<file path="src/rtl/hzc_pkg.sv">
// Shared types for the pipeline hazard/forwarding controller: forward-select
// encoding, per-stage control flags and the dependency-match helper.
package hzc_pkg;

  // Operand source for the ALU forwarding muxes.
  typedef enum logic [1:0] {
    FWD_REG = 2'd0,
    FWD_WB  = 2'd1,
    FWD_MEM = 2'd2
  } fwd_sel_e;

  // Control flags carried by every shadow stage record. The register-index
  // fields depend on RW, so modules wrap this in their own record typedefs.
  typedef struct packed {
    logic valid;
    logic wr;
    logic load;
  } stage_flags_t;

  // A producer record satisfies a consumer source when it is a real register
  // write of that index, the source is really read, and the write is not to a
  // hardwired-zero r0.
  function automatic logic hzc_match(input logic valid, input logic wr,
                                     input logic used, input logic rd_eq,
                                     input logic rd_zero, input logic r0_zero);
    return valid & wr & used & rd_eq & !(r0_zero & rd_zero);
  endfunction

endpackage

</file>
<file path="src/rtl/hzc_fwd_sel.sv">
// Per-operand forwarding selector: compares one EX source index against the
// MEM and WB shadow records and picks the youngest non-load producer.
module hzc_fwd_sel
  import hzc_pkg::*;
#(
  parameter int RW      = 4,
  parameter int R0_ZERO = 1
) (
  input  logic [RW-1:0] i_src,
  input  logic          i_src_used,
  input  stage_flags_t  i_mem_f,
  input  logic [RW-1:0] i_mem_rd,
  input  logic          i_wb_valid,
  input  logic          i_wb_wr,
  input  logic [RW-1:0] i_wb_rd,
  output fwd_sel_e      o_sel
);

  logic w_mem_hit;
  logic w_wb_hit;

  // MEM beats WB; a load in MEM has no data yet, so it is never a source.
  always_comb begin
    w_mem_hit = hzc_match(i_mem_f.valid, i_mem_f.wr, i_src_used,
                          i_mem_rd == i_src, i_mem_rd == '0, R0_ZERO != 0)
                & !i_mem_f.load;
    w_wb_hit  = hzc_match(i_wb_valid, i_wb_wr, i_src_used,
                          i_wb_rd == i_src, i_wb_rd == '0, R0_ZERO != 0);
    o_sel = FWD_REG;
    if (w_mem_hit)     o_sel = FWD_MEM;
    else if (w_wb_hit) o_sel = FWD_WB;
  end

endmodule

</file>
<file path="src/rtl/pipe_hazard_ctrl.sv">
// Hazard and forwarding controller for the pipelined CPU. Keeps shadow records
// of EX/MEM/WB, detects load-use and decode-branch hazards, sequences
// multi-cycle EX ops and drives the forwarding muxes.
// Optional: define HZC_PERF_EN to build saturating stall/flush counters.
module pipe_hazard_ctrl
  import hzc_pkg::*;
#(
  parameter int NREGS   = 16,
  parameter int RW      = $clog2(NREGS),
  parameter int MC_LAT  = 3,
  parameter int R0_ZERO = 1
) (
  input  logic          clk,
  input  logic          reset,
  input  logic          id_valid,
  input  logic [RW-1:0] id_rs1,
  input  logic [RW-1:0] id_rs2,
  input  logic          id_rs1_used,
  input  logic          id_rs2_used,
  input  logic [RW-1:0] id_rd,
  input  logic          id_wr,
  input  logic          id_load,
  input  logic          id_mc,
  input  logic          id_branch,
  input  logic          id_taken,
  output logic          stall_if,
  output logic          bubble_ex,
  output logic          flush_id,
  output logic          ex_hold,
  output logic [1:0]    fwd_a_sel,
  output logic [1:0]    fwd_b_sel,
  output logic          mc_busy,
  output logic [31:0]   perf_stalls,
  output logic [31:0]   perf_flushes
);

  localparam int CW = $clog2(MC_LAT);

  typedef struct packed {
    stage_flags_t  f;
    logic [RW-1:0] rd;
    logic [RW-1:0] rs1;
    logic [RW-1:0] rs2;
    logic          rs1_used;
    logic          rs2_used;
  } ex_rec_t;

  typedef struct packed {
    stage_flags_t  f;
    logic [RW-1:0] rd;
  } mem_rec_t;

  // The load flag is dropped at WB: once data is on the WB bus a load result
  // forwards exactly like an ALU result.
  typedef struct packed {
    logic          valid;
    logic          wr;
    logic [RW-1:0] rd;
  } wb_rec_t;

  ex_rec_t       r_ex;
  mem_rec_t      r_mem;
  wb_rec_t       r_wb;
  logic [CW-1:0] r_mc_cnt;

  ex_rec_t  w_ex_next;
  logic     w_hold;
  logic     w_ex_match;
  logic     w_mem_match;
  logic     w_load_use;
  logic     w_branch_hz;
  fwd_sel_e w_fwd_a;
  fwd_sel_e w_fwd_b;

  // Hazard detection against the ID sources; multi-cycle hold overrides all.
  always_comb begin
    w_hold      = (r_mc_cnt != '0);
    w_ex_match  = hzc_match(r_ex.f.valid, r_ex.f.wr, id_rs1_used, r_ex.rd == id_rs1,
                            r_ex.rd == '0, R0_ZERO != 0)
                | hzc_match(r_ex.f.valid, r_ex.f.wr, id_rs2_used, r_ex.rd == id_rs2,
                            r_ex.rd == '0, R0_ZERO != 0);
    w_mem_match = hzc_match(r_mem.f.valid, r_mem.f.wr, id_rs1_used, r_mem.rd == id_rs1,
                            r_mem.rd == '0, R0_ZERO != 0)
                | hzc_match(r_mem.f.valid, r_mem.f.wr, id_rs2_used, r_mem.rd == id_rs2,
                            r_mem.rd == '0, R0_ZERO != 0);
    w_load_use  = id_valid & r_ex.f.load & w_ex_match;
    w_branch_hz = id_valid & id_branch & (w_ex_match | (r_mem.f.load & w_mem_match));
    ex_hold     = w_hold;
    mc_busy     = w_hold;
    stall_if    = w_hold | w_load_use | w_branch_hz;
    bubble_ex   = !w_hold & (w_load_use | w_branch_hz);
    // Reset gating keeps flush low while the controller is held in reset.
    flush_id    = reset & id_valid & id_branch & id_taken & !stall_if;
  end

  // Record that enters EX when the pipe advances.
  always_comb begin
    w_ex_next = '0;
    if (id_valid && !bubble_ex) begin
      w_ex_next.f.valid  = 1'b1;
      w_ex_next.f.wr     = id_wr;
      w_ex_next.f.load   = id_load;
      w_ex_next.rd       = id_rd;
      w_ex_next.rs1      = id_rs1;
      w_ex_next.rs2      = id_rs2;
      w_ex_next.rs1_used = id_rs1_used;
      w_ex_next.rs2_used = id_rs2_used;
    end
  end

  // Shadow pipeline and multi-cycle counter; during a hold EX is frozen and
  // a bubble drains into MEM each cycle.
  always_ff @(posedge clk or negedge reset) begin
    if (!reset) begin
      r_ex     <= '0;
      r_mem    <= '0;
      r_wb     <= '0;
      r_mc_cnt <= '0;
    end else if (w_hold) begin
      r_wb     <= '{valid: r_mem.f.valid, wr: r_mem.f.wr, rd: r_mem.rd};
      r_mem    <= '0;
      r_mc_cnt <= r_mc_cnt - CW'(1);
    end else begin
      r_wb  <= '{valid: r_mem.f.valid, wr: r_mem.f.wr, rd: r_mem.rd};
      r_mem <= '{f: r_ex.f, rd: r_ex.rd};
      r_ex  <= w_ex_next;
      if (w_ex_next.f.valid && id_mc) r_mc_cnt <= CW'(MC_LAT - 1);
    end
  end

  hzc_fwd_sel #(.RW(RW), .R0_ZERO(R0_ZERO)) u_fwd_a (
    .i_src      (r_ex.rs1),
    .i_src_used (r_ex.f.valid & r_ex.rs1_used),
    .i_mem_f    (r_mem.f),
    .i_mem_rd   (r_mem.rd),
    .i_wb_valid (r_wb.valid),
    .i_wb_wr    (r_wb.wr),
    .i_wb_rd    (r_wb.rd),
    .o_sel      (w_fwd_a)
  );

  hzc_fwd_sel #(.RW(RW), .R0_ZERO(R0_ZERO)) u_fwd_b (
    .i_src      (r_ex.rs2),
    .i_src_used (r_ex.f.valid & r_ex.rs2_used),
    .i_mem_f    (r_mem.f),
    .i_mem_rd   (r_mem.rd),
    .i_wb_valid (r_wb.valid),
    .i_wb_wr    (r_wb.wr),
    .i_wb_rd    (r_wb.rd),
    .o_sel      (w_fwd_b)
  );

  assign fwd_a_sel = w_fwd_a;
  assign fwd_b_sel = w_fwd_b;

`ifdef HZC_PERF_EN
  logic [31:0] r_perf_stalls;
  logic [31:0] r_perf_flushes;

  // Saturating counts of stall and flush cycles.
  always_ff @(posedge clk or negedge reset) begin
    if (!reset) begin
      r_perf_stalls  <= '0;
      r_perf_flushes <= '0;
    end else begin
      if (stall_if && (r_perf_stalls != '1))  r_perf_stalls  <= r_perf_stalls + 32'd1;
      if (flush_id && (r_perf_flushes != '1)) r_perf_flushes <= r_perf_flushes + 32'd1;
    end
  end

  assign perf_stalls  = r_perf_stalls;
  assign perf_flushes = r_perf_flushes;
`else
  assign perf_stalls  = '0;
  assign perf_flushes = '0;
`endif

endmodule

</file>
<file path="config.mk">
export PLATFORM = sky130hd
export DESIGN_NAME = pipe_hazard_ctrl
export DESIGN_NICKNAME = d
export VERILOG_FILES = /design/src/rtl/hzc_pkg.sv /design/src/rtl/hzc_fwd_sel.sv /design/src/rtl/pipe_hazard_ctrl.sv
export SDC_FILE = /design/constraint.sdc
export NUM_CORES = 1
export LEC_CHECK = 0
export CORE_ASPECT_RATIO = 1.5
export CORE_MARGIN = 2
export CORE_UTILIZATION = 43
export DETAILED_ROUTE_END_ITERATION = 12
export GPL_TIMING_DRIVEN = 0
export PLACE_DENSITY = 0.81
export SYNTH_ARGS = -nofsm -noshare
export SYNTH_HDL_FRONTEND = slang
export SYNTH_SLANG_ARGS = --single-unit
</file>
<file path="constraint.sdc">
create_clock -name clk -period 2.8 [get_ports clk]
set_input_delay 0.7 -clock clk [delete_from_list [all_inputs] [get_ports clk]]
set_output_delay 0.7 -clock clk [all_outputs]
set_load 0.005 [all_outputs]
</file>
==> impl_metrics.csv <==
group,metric,value,unit
run_status,status,"finished with violations",
run_status,violations,"setup timing",
detailed_routing,drtAntennaViolNets,0,
floorplan,die_w,63.22,µm
pwr,cellPowerDensity,742.7,nW/µm²
pwr,switchingPower,0.0009701,W
min_path,hold_depth,0,
detailed_routing,drt_wl_total,6069,µm
logic_synthesis,synthArstFlopShare,1.000,
sta,setup_viol,1,
sta,clock.fmax,0.3568,GHz
cells_and_area,drive_gt1_frac,0.4182,
floorplan,start_util,0.4414,
logic_synthesis,synth.top_cell.area_share,0.3540,
floorplan,row_count,32,
clock_network,clock_path_buffers,2,
logic_synthesis,ys_seq_area_frac,0.3540,
grt,grt_remaining_overflow,0,
sta,fin_setup_tns,-0.003066,ns
pwr,intPower,0.001549,W
clock_network,clk_latency,0.29,ns
logic_synthesis,synth_cells,242,
critical_path,startpoint_type,"primary input",
detailed_routing,viasPerCell,4.601,
floorplan,ioPinCount,95,
grt,grt_pass1_wl,8935,µm
pwr,power_frac_seq,0.344,
grt,grt_max_degree,34,
critical_path,endpoint_kind,"primary output",
detailed_routing,drc,0,
grt,grt.total_usage,0.1985,
logic_synthesis,syn_area_per_cell,9.348,µm²
floorplan,die_h,92.83,µm
pwr,clockPowerShare,0.174,
logic_synthesis,synth.distinct_cells,37,
placed_design,dpl_worst_slack,-0.9914,ns
critical_path,r2r_start,"r_ex[12]",
cells_and_area,diodes,0,
logic_synthesis,ys.flop_type,"dfrtp_1",
logic_synthesis,syn-cell-area,2262,µm²
pwr,switching_share,0.3851,
critical_path,reg2reg_depth,9,
pwr,max-vdd-ir-drop,0.5163,mV
flow_run,maxCapViolCount,0,
critical_path,worstPathArrival,2.10,ns
clock_network,cts.clk_slew.worst_paths,0.07,ns
detailed_routing,drt_iter0_drc,57,
critical_path,required,2.10,ns
clock_network,cts_tree,"built",
sta,holdWs,0.4078,ns
min_path,hp-class,"reg2reg",
sta,period_share,1.001,
logic_synthesis,synth.top_cells.by_area,"dfrtp_1, buf_4, xor2_1",
sta,drv_slew,0,
sta,grt_setup_unrepaired,"true",
pwr,fin_total_pwr,0.002519,W
logic_synthesis,synth_edf_count,0,
floorplan,dieArea,5869,µm²
grt,antenna_found_initial,0,
min_path,hold_end,"r_wb[3]",
clock_network,htree_levels,2,
cells_and_area,area_growth,49.94,%
detailed_routing,dr.pass1.iters,4,
logic_synthesis,synth-seq-cells,32,
detailed_routing,vias,2029,
sta,relSlewSlack,0.5039,
detailed_routing,wire_per_inst,13.76,µm
sta,worst_slew_pin_slew,0.7442,ns
min_path,min_from,"r_mem[3]",
logic_synthesis,yosysTopAreaCell,"dfrtp_1",
pwr,combinationalPowerShare,0.483,
clock_network,numCtsBuffers,5,
sta,hold_viol,0,
clock_network,cts.sinks,32,
clock_network,cts-root-buf,"clkbuf_8",
sta,fin_skew,0.006910,ns
grt,grt_pass1_vias,1862,
floorplan,coreArea,5125,µm²
pwr,leakage,1.797,nW
critical_path,ff2ff_setup_slack,0.59,ns
critical_path,cp_max_fo,3,
placed_design,port_buffers,30,
logic_synthesis,ys_warn_count,0,
critical_path,setup.worst_path.class,"in2out",
critical_path,r2r-end,"r_ex[13]",
cells_and_area,fin_nets,396,
sta,layout_setup_ws,-0.003066,ns
placed_design,dpl.hpwl,3788,µm
sta,fin_crit,2.803,ns
placed_design,place_congestion,0.8363,
[kinds of logic (layout without fill, tap and decap cells)]
family,Yosys count,in the layout,synth area share
buf+inv,84,152,0.2577
fa+ha+maj,2,2,0.01106
simple gates,64,64,0.1416
compound gates,30,30,0.1217
xor+xnor,29,29,0.1123
flops,32,32,0.3540
other cells,1,64,0.001658
[power by group through the flow]
stage | combinational, W | clock (W) | sequential, W
4_1_cts | 0.00104 | 0.000437 | 0.000832
2_1_floorplan | 0.000681 | 0 | 0.000783
5_1_grt | 0.00132 | 0.000463 | 0.000887
3_5_place_dp | 0.000910 | 0 | 0.000833
3_3_place_gp | 0.000876 | 0 | 0.000823
6_report | 0.00122 | 0.000437 | 0.000866
[through the flow]
step                      area, µm²  cells  utilization
after global routing           3392    441       0.6619
after detailed placement       2879    403       0.5618
after floorplan                2499    305            -
after CTS                      3216    425       0.6274
final                          3392    441       0.6619
after global placement         2884    403       0.5627
[metal layers]
layer / share of wire / GRT usage / up-vias
li1: - / - / 940
met3: 0.079 / 0.03645 / 19
met5: 0 / 0 / -
met1: 0.33 / 0.2003 / 953
met2: 0.56 / 0.3697 / 117
met4: 0.034 / 0.1232 / 0
[sequential cells by signal, summed over array words and instances (netlist names)]
name	flops
r_wb	6
r_ex	17
r_mem	7
r_mc_cnt	2
[timing repair]
item / 4_1_cts / 5_1_grt
endpoints found under the setup margin: 9 / 9
buffers inserted: 16 / 18
cloned: 0 / 0
pin swaps: 15 / 17
resized for setup: 75 / 34
hold buffers: 0 / 0
[critical path: stages]
cell and delay (ns):
buf_8 0.08, inv_2 0.03, a222oi_1 0.56, a31oi_4 0.18, a21oi_4 0.20, buf_6 0.13, and2_4 0.13, buf_6 0.08
[cell usage after synthesis (all sizes together) (4+ instances only)]
cell type  count
buf           71
nor2           8
and2           8
o22ai          4
nand3          5
dfrtp         32
nand2         24
clkbuf         6
o2bb2ai       15
xor2          22
inv            7
nor4           6
nor3           4
xnor2          7
[worst max path at each step]
stage | end | from | slack (ns) | cells past startpoint
global route | bubble_ex | r_ex[12] | -0.06 | 7
finish | bubble_ex | id_rs1[1] | -0.003 | 8
detailed placement | bubble_ex | id_rs1[3] | -0.99 | 7
CTS | fwd_b_sel[1] | r_mem[2] | -0.11 | 8
global placement | bubble_ex | id_rs1[3] | -1.01 | 7
floorplan | bubble_ex | id_rs1[1] | 0.31 | 5
[final cells by class]
cell class | instances | area (µm²)
clock buffers | 6 | 72.57
flip-flops and latches | 32 | 803.3
plain buffers | 74 | 561.8
clock inverters | 2 | 35.03
well taps | 68 | 85.08
inverters | 7 | 30.03
multi-input cells | 189 | 1275
fillers | 413 | 1733
repair buffers | 63 | 529.3
[placed cells by master (no fill, tap or decap), types with 2 or more instances in the layout]
| master | n |
|---|---|
| nor4_1 | 2 |
| nor2_1 | 7 |
| buf_2 | 9 |
| dfrtp_1 | 30 |
| nor3_2 | 2 |
| and2_1 | 6 |
| xnor2_2 | 2 |
| nor4_4 | 3 |
| buf_4 | 94 |
| buf_6 | 12 |
| o22ai_1 | 4 |
| clkbuf_2 | 3 |
| dfrtp_2 | 2 |
| clkbuf_1 | 2 |
| o2bb2ai_1 | 14 |
| xnor2_1 | 5 |
| xor2_1 | 20 |
| inv_1 | 4 |
| clkbuf_8 | 5 |
| nand4_1 | 2 |
| nand2_1 | 22 |
| clkdlybuf4s50_1 | 12 |
| conb_1 | 64 |
| inv_2 | 2 |
| nand3_1 | 4 |
| nor3_1 | 2 |
| dlygate4sd2_1 | 2 |
| ha_1 | 2 |
Note: power is estimated with default switching activity, not from simulation.
==> variant 1: new RTL, same settings <==
Change the parameter `NREGS` from 16 to 32.
--- a/src/rtl/pipe_hazard_ctrl.sv
+++ b/src/rtl/pipe_hazard_ctrl.sv
@@ -7,3 +7,3 @@
 #(
-  parameter int NREGS   = 16,
+  parameter int NREGS   = 32,
   parameter int RW      = $clog2(NREGS),
Ports: changed (resized id_rd, id_rs1 and id_rs2); port bits go from 95 to 98. No check against the original RTL was run, so the function may have changed too.
==> variant 1 against the original RTL <==
- the flow still finishes with violations (negative setup slack)
- via count down 10%
- core utilization decreased by 5.6 points
- maximum frequency fell by 5.4%
- design area is 2.7% lower
- hold slack got worse by 0.032 ns
- synthesized area increased by 7.1%
- critical path depth up 1
- non-clock buffer count shrank 17
- routed wire length is 13% lower
- power increased by 2.0%
- first-iteration DRC count is 37% lower
- global-route usage decreased by 3.0 points
- worst setup slack got worse by 0.16 ns
- sequential cell count rose by 5
==> variant 1: results (changes against the original RTL) <==
Run status
  • Status: finished with violations
  • Failing checks: negative setup slack

Detailed routing
  • Final wirelength: 5259 µm (-13%)
  • Vias per cell: 4.408 (-4.2%)
  • First-pass detailed-route iteration total: 6 (+2)

Cells and area
  • NumNets Final: 368 (-7.1%)
  • Final std cells w/o fill: 412 (-6.6%)
  • Biggest registers after layout: r_ex x20, r_mem x8, r_wb x7

Placed design
  • Dpl ws: -0.7881 ns (+0.2034 ns)
  • DP HPWL: 3998 µm (+5.6%)
  • Dpl cells: 394 (-2.2%)
  • Port Buffer Count: 33 (+10%)
  • GPL Wtd Cong: 0.7978 (-4.6%)

Synth
  • Compound-Gate Fraction of Synth Area: 0.1162 (-0.005522)
  • Synth Instances: 228 (-5.8%)
  • Post-synthesis sequential area ratio: 0.3820 (+0.02805)
  • Xor/xnor share of the synthesized area: 0.1446 (+0.03227)
  • Post-synthesis mux area share: 0.008776 (+0.008776)
  • Post-synth top cells: 67 x buf_4, 37 x dfrtp_1, 32 x xnor2_1

Timing
  • Worst slew pin tran: 0.8145 ns (+0.07038 ns)
  • Clock skew: 0.003294 ns (-0.003616 ns)
  • Setup violators final: 3 (+2)
  • Final setup margin: -0.1636 ns (-0.1605 ns)

Power
  • LEAKAGE: 1.701 nW (-5.4%)

GRT
  • GR Layer Usage met2: 0.3308 (-0.03890)
  • Largest net degree at the start of global routing: 39 (+15%)
  • Total GRT Usage: 0.1688 (-0.02961)
  • Vias in the first global route: 1614 (-13%)
  • Met1 usage: 0.1704 (-0.02989)

Setup path
  • Critical Path AT: 2.26 ns (+0.16 ns)
  • CP top delay family: buffers and inverters
-- variant 1: kinds of logic (layout without fill, tap and decap cells) --
family | count (synthesis) | after routing
other cells | 1 | 64
simple gates | 38 | 38
mux | 2 | 2
xor+xnor | 40 | 40
fa+ha+maj | 2 | 2
compound gates | 28 | 28
flops | 37 | 37
buf+inv | 80 | 131
-- variant 1: worst reg2reg max path: stages (launching register included) --
cell	delay (ns)
dfrtp_1	0.41
buf_8	0.14
or4_4	0.53
o2111ai_4	0.23
o22ai_4	0.11
buf_6	0.13
buf_6	0.10
buf_4	0.13
o21ai_4	0.16
mux2_1	0.34
-- variant 1: worst paths after layout --
| path | slack (ns) | to | from | depth (start not counted) |
|---|---|---|---|---|
| max in group asynchronous | 1.79 | r_mc_cnt[1] | reset | 1 |
| hold reg to reg | 0.38 | r_wb[0] | r_mem[0] | 0 |
| min in group asynchronous | 0.49 | r_mem[1] | reset | 1 |
| hold / removal | 0.38 | r_wb[0] | r_mem[0] | 0 |
| setup / recovery | -0.16 | flush_id | id_rs1[1] | 9 |
| setup reg to reg | 0.40 | r_mc_cnt[0] | r_mem[3] | 9 |
-- variant 1: per-stage QoR --
| step | power [mW] | cell area [µm²] |
|---|---|---|
| floorplan | 1.759 | 2660 |
| finish | 2.568 | 3302 |
| global placement | 2.060 | 3078 |
| CTS | 2.542 | 3268 |
| global route | 2.722 | 3302 |
| detailed placement | 2.109 | 3073 |
-- variant 1: metal layers --
layer | vias up | share of wire
li1 | 873 | -
met1 | 827 | 0.35
met2 | 101 | 0.54
met3 | 15 | 0.083
met4 | 0 | 0.029
met5 | - | 0
-- variant 1: area by class of cell --
type / instances / area (µm²)
repair buffers: 45 / 390.4
fillers: 481 / 2148
clock inverters: 2 / 10.01
well taps: 70 / 87.58
inverters: 3 / 11.26
plain buffers: 75 / 563.0
clock buffers: 6 / 72.57
flip-flops and latches: 37 / 925.9
multi-input cells: 174 / 1241
-- variant 1: power breakdown --
part	internal, mW	total (mW)	leakage [nW]	switching, mW
Clock	0.172	0.366	0.0450	0.194
Combinational	0.669	1.21	1.17	0.546
Sequential	0.744	0.987	0.489	0.243
-- variant 1: repair_timing --
action | 4_1_cts | 5_1_grt
pin swaps | 10 | 16
gates cloned | 0 | 0
hold buffers | 0 | 0
gates resized for setup | 49 | 23
endpoints found under the setup margin | 9 | 6
setup buffers | 8 | 4
==> variant 2: new RTL, same flow settings <==
Made on the original files. The option `HZC_PERF_EN` is turned on by a define.
--- a/src/rtl/pipe_hazard_ctrl.sv
+++ b/src/rtl/pipe_hazard_ctrl.sv
@@ -4,2 +4,4 @@
 // Optional: define HZC_PERF_EN to build saturating stall/flush counters.
+`define HZC_PERF_EN
+
 module pipe_hazard_ctrl
Check against the original RTL: not equivalent (a bounded check fails within 4 cycles, from zero or initial values and one cycle with reset low).
==> variant 2 against the original RTL <==
- the flow still finishes with violations (negative setup slack)
- via count is 82% higher
- sequential power is 130% higher
- sequential cell count is 64 higher
- design area is 93% higher
- highest routed layer unchanged
- worst setup slack worse by 0.083 ns
- count of clock-buffer cells in the layout is 4 higher
- routed wire length is 99% higher
- largest power group is now sequential cells
- power is 100% higher
- synthesized area is 110% higher
==> variant 2: results (changes against the original RTL) <==
Detailed routing
  • Vias per cell: 5.378 (+17%)
  • Met3 routed WL: 523 µm (+9.4%)
  • DR WL met2: 6178 µm (+83%)

Timing
  • Setup violators final: 2 (+1)
  • Final setup margin: -0.08572 ns (-0.08265 ns)

Setup path
  • CP top delay family: buffers and inverters
  • RR Endpoint: perf_flushes[5]
  • Critical Path AT: 2.19 ns (+0.09 ns)
  • Worst path slowest cell: nor4_2
  • Crit path launch: id_rs2[3]
  • Worst R2R Setup Slack: 0.19 ns (-0.40 ns)
  • RR Startpoint: r_mem[0]

Synth
  • Most area-consuming cells after synthesis: dfrtp_1 51%, xnor2_1 10%, xor2_1 7.1%
  • Netlist cell types: 46 (+24%)
  • Post-synth top cells: 96 x dfrtp_1, 54 x xnor2_1, 38 x xor2_1
  • Post-synthesis sequential area ratio: 0.5097 (+0.1557)
  • Synth Instances: 417 (+72%)

Clock tree
  • Root Buffer Master: clkbuf_16
  • Clk Latency, worst-skew pair: 0.34 ns (+0.05 ns)
  • H-tree level count: 3 (+1)
  • Inserted Clock Buffers: 9 (+4)

Power
  • LEAKAGE: 2.987 nW (+66%)
  • Internal power: 3.508 mW (+130%)
  • Sequential power share: 0.387 (+0.043)
  • Clock net power: 1.51 mW (+250%)
  • Maximum vdd drop: 0.5076 mV (-1.7%)

Hold path
  • Worst Hold Class: input pin to asynchronous set/reset pin

Placed design
  • DP HPWL: 8467 µm (+120%)
  • Port Buffer Count: 94 (+210%)
  • GPL Wtd Cong: 0.8904 (+6.5%)

GRT
  • Total GRT Usage: 0.2113 (+0.01282)
  • Vias in the first global route: 3883 (+110%)
  • Met3 GRT Util: 0.03632 (-0.0001339)
  • Largest net degree at the start of global routing: 35 (+2.9%)
  • GR Layer Usage met2: 0.3535 (-0.01618)
  • First-pass GRT wire length: 19400 µm (+120%)
  • Met1 usage: 0.2573 (+0.05702)

Run status
  • Failing checks: negative setup slack
  • Status: finished with violations

Cells and area
  • Fillers: 831 (+100%)
  • NumNets Final: 564 (+42%)
  • Layout cells sized above 1: 0.1878 (-0.2304)
==> variant 2: logic make-up (layout without fill, tap and decap cells) <==
family,after synthesis,after routing,share of synthesized area
buffers and inverters,27,153,0.03504
AND/OR/NAND/NOR,169,169,0.2142
flip-flops,96,96,0.5097
multiplexers,5,5,0.01248
XOR/XNOR,92,92,0.1710
AO/OA/AOI/OAI,24,24,0.04698
adder cells (fa/ha/maj),4,4,0.01062
==> variant 2: through the flow <==
stage          cells    util  setup WS, ns  setup TNS (ns)
2_1_floorplan    417       -        0.2636               0
3_3_place_gp     655  0.5479        -3.664         -360.47
3_5_place_dp     656  0.5503       -0.9677          -24.24
4_1_cts          685  0.6107      -0.05172        -0.07222
5_1_grt          687  0.6155       -0.1673         -0.3527
6_report         687  0.6155      -0.08572         -0.1029
==> variant 2: final cells by class <==
type	count	area [µm²]	share of cell area
buffer	18	206.4	0.03150
multi-input combinational	294	2290	0.3494
timing repair buffer	110	1057	0.1613
inverter	9	41.29	0.006300
sequential	96	2402	0.3666
clock buffer	10	239.0	0.03646
tap	144	180.2	0.02749
clock inverter	6	137.6	0.02100
==> variant 2: worst reg2reg max path, stage by stage (launching register included) <==
cell	delay (ns)
dfrtp_1	0.39
buf_6	0.14
nor4_1	0.28
nor2_1	0.10
buf_4	0.16
o2111ai_2	0.08
a21oi_4	0.10
buf_4	0.15
buf_4	0.14
nor3_4	0.39
buf_4	0.27
nand4_1	0.15
xnor2_1	0.15
==> variant 2: what timing repair did <==
action                     in CTS  in global routing
setup endpoints to repair      10                  6
cloned                          1                  0
gates resized for setup        80                 14
pin swaps                      19                  8
hold endpoints to repair        0                  0
buffers inserted               12                  2
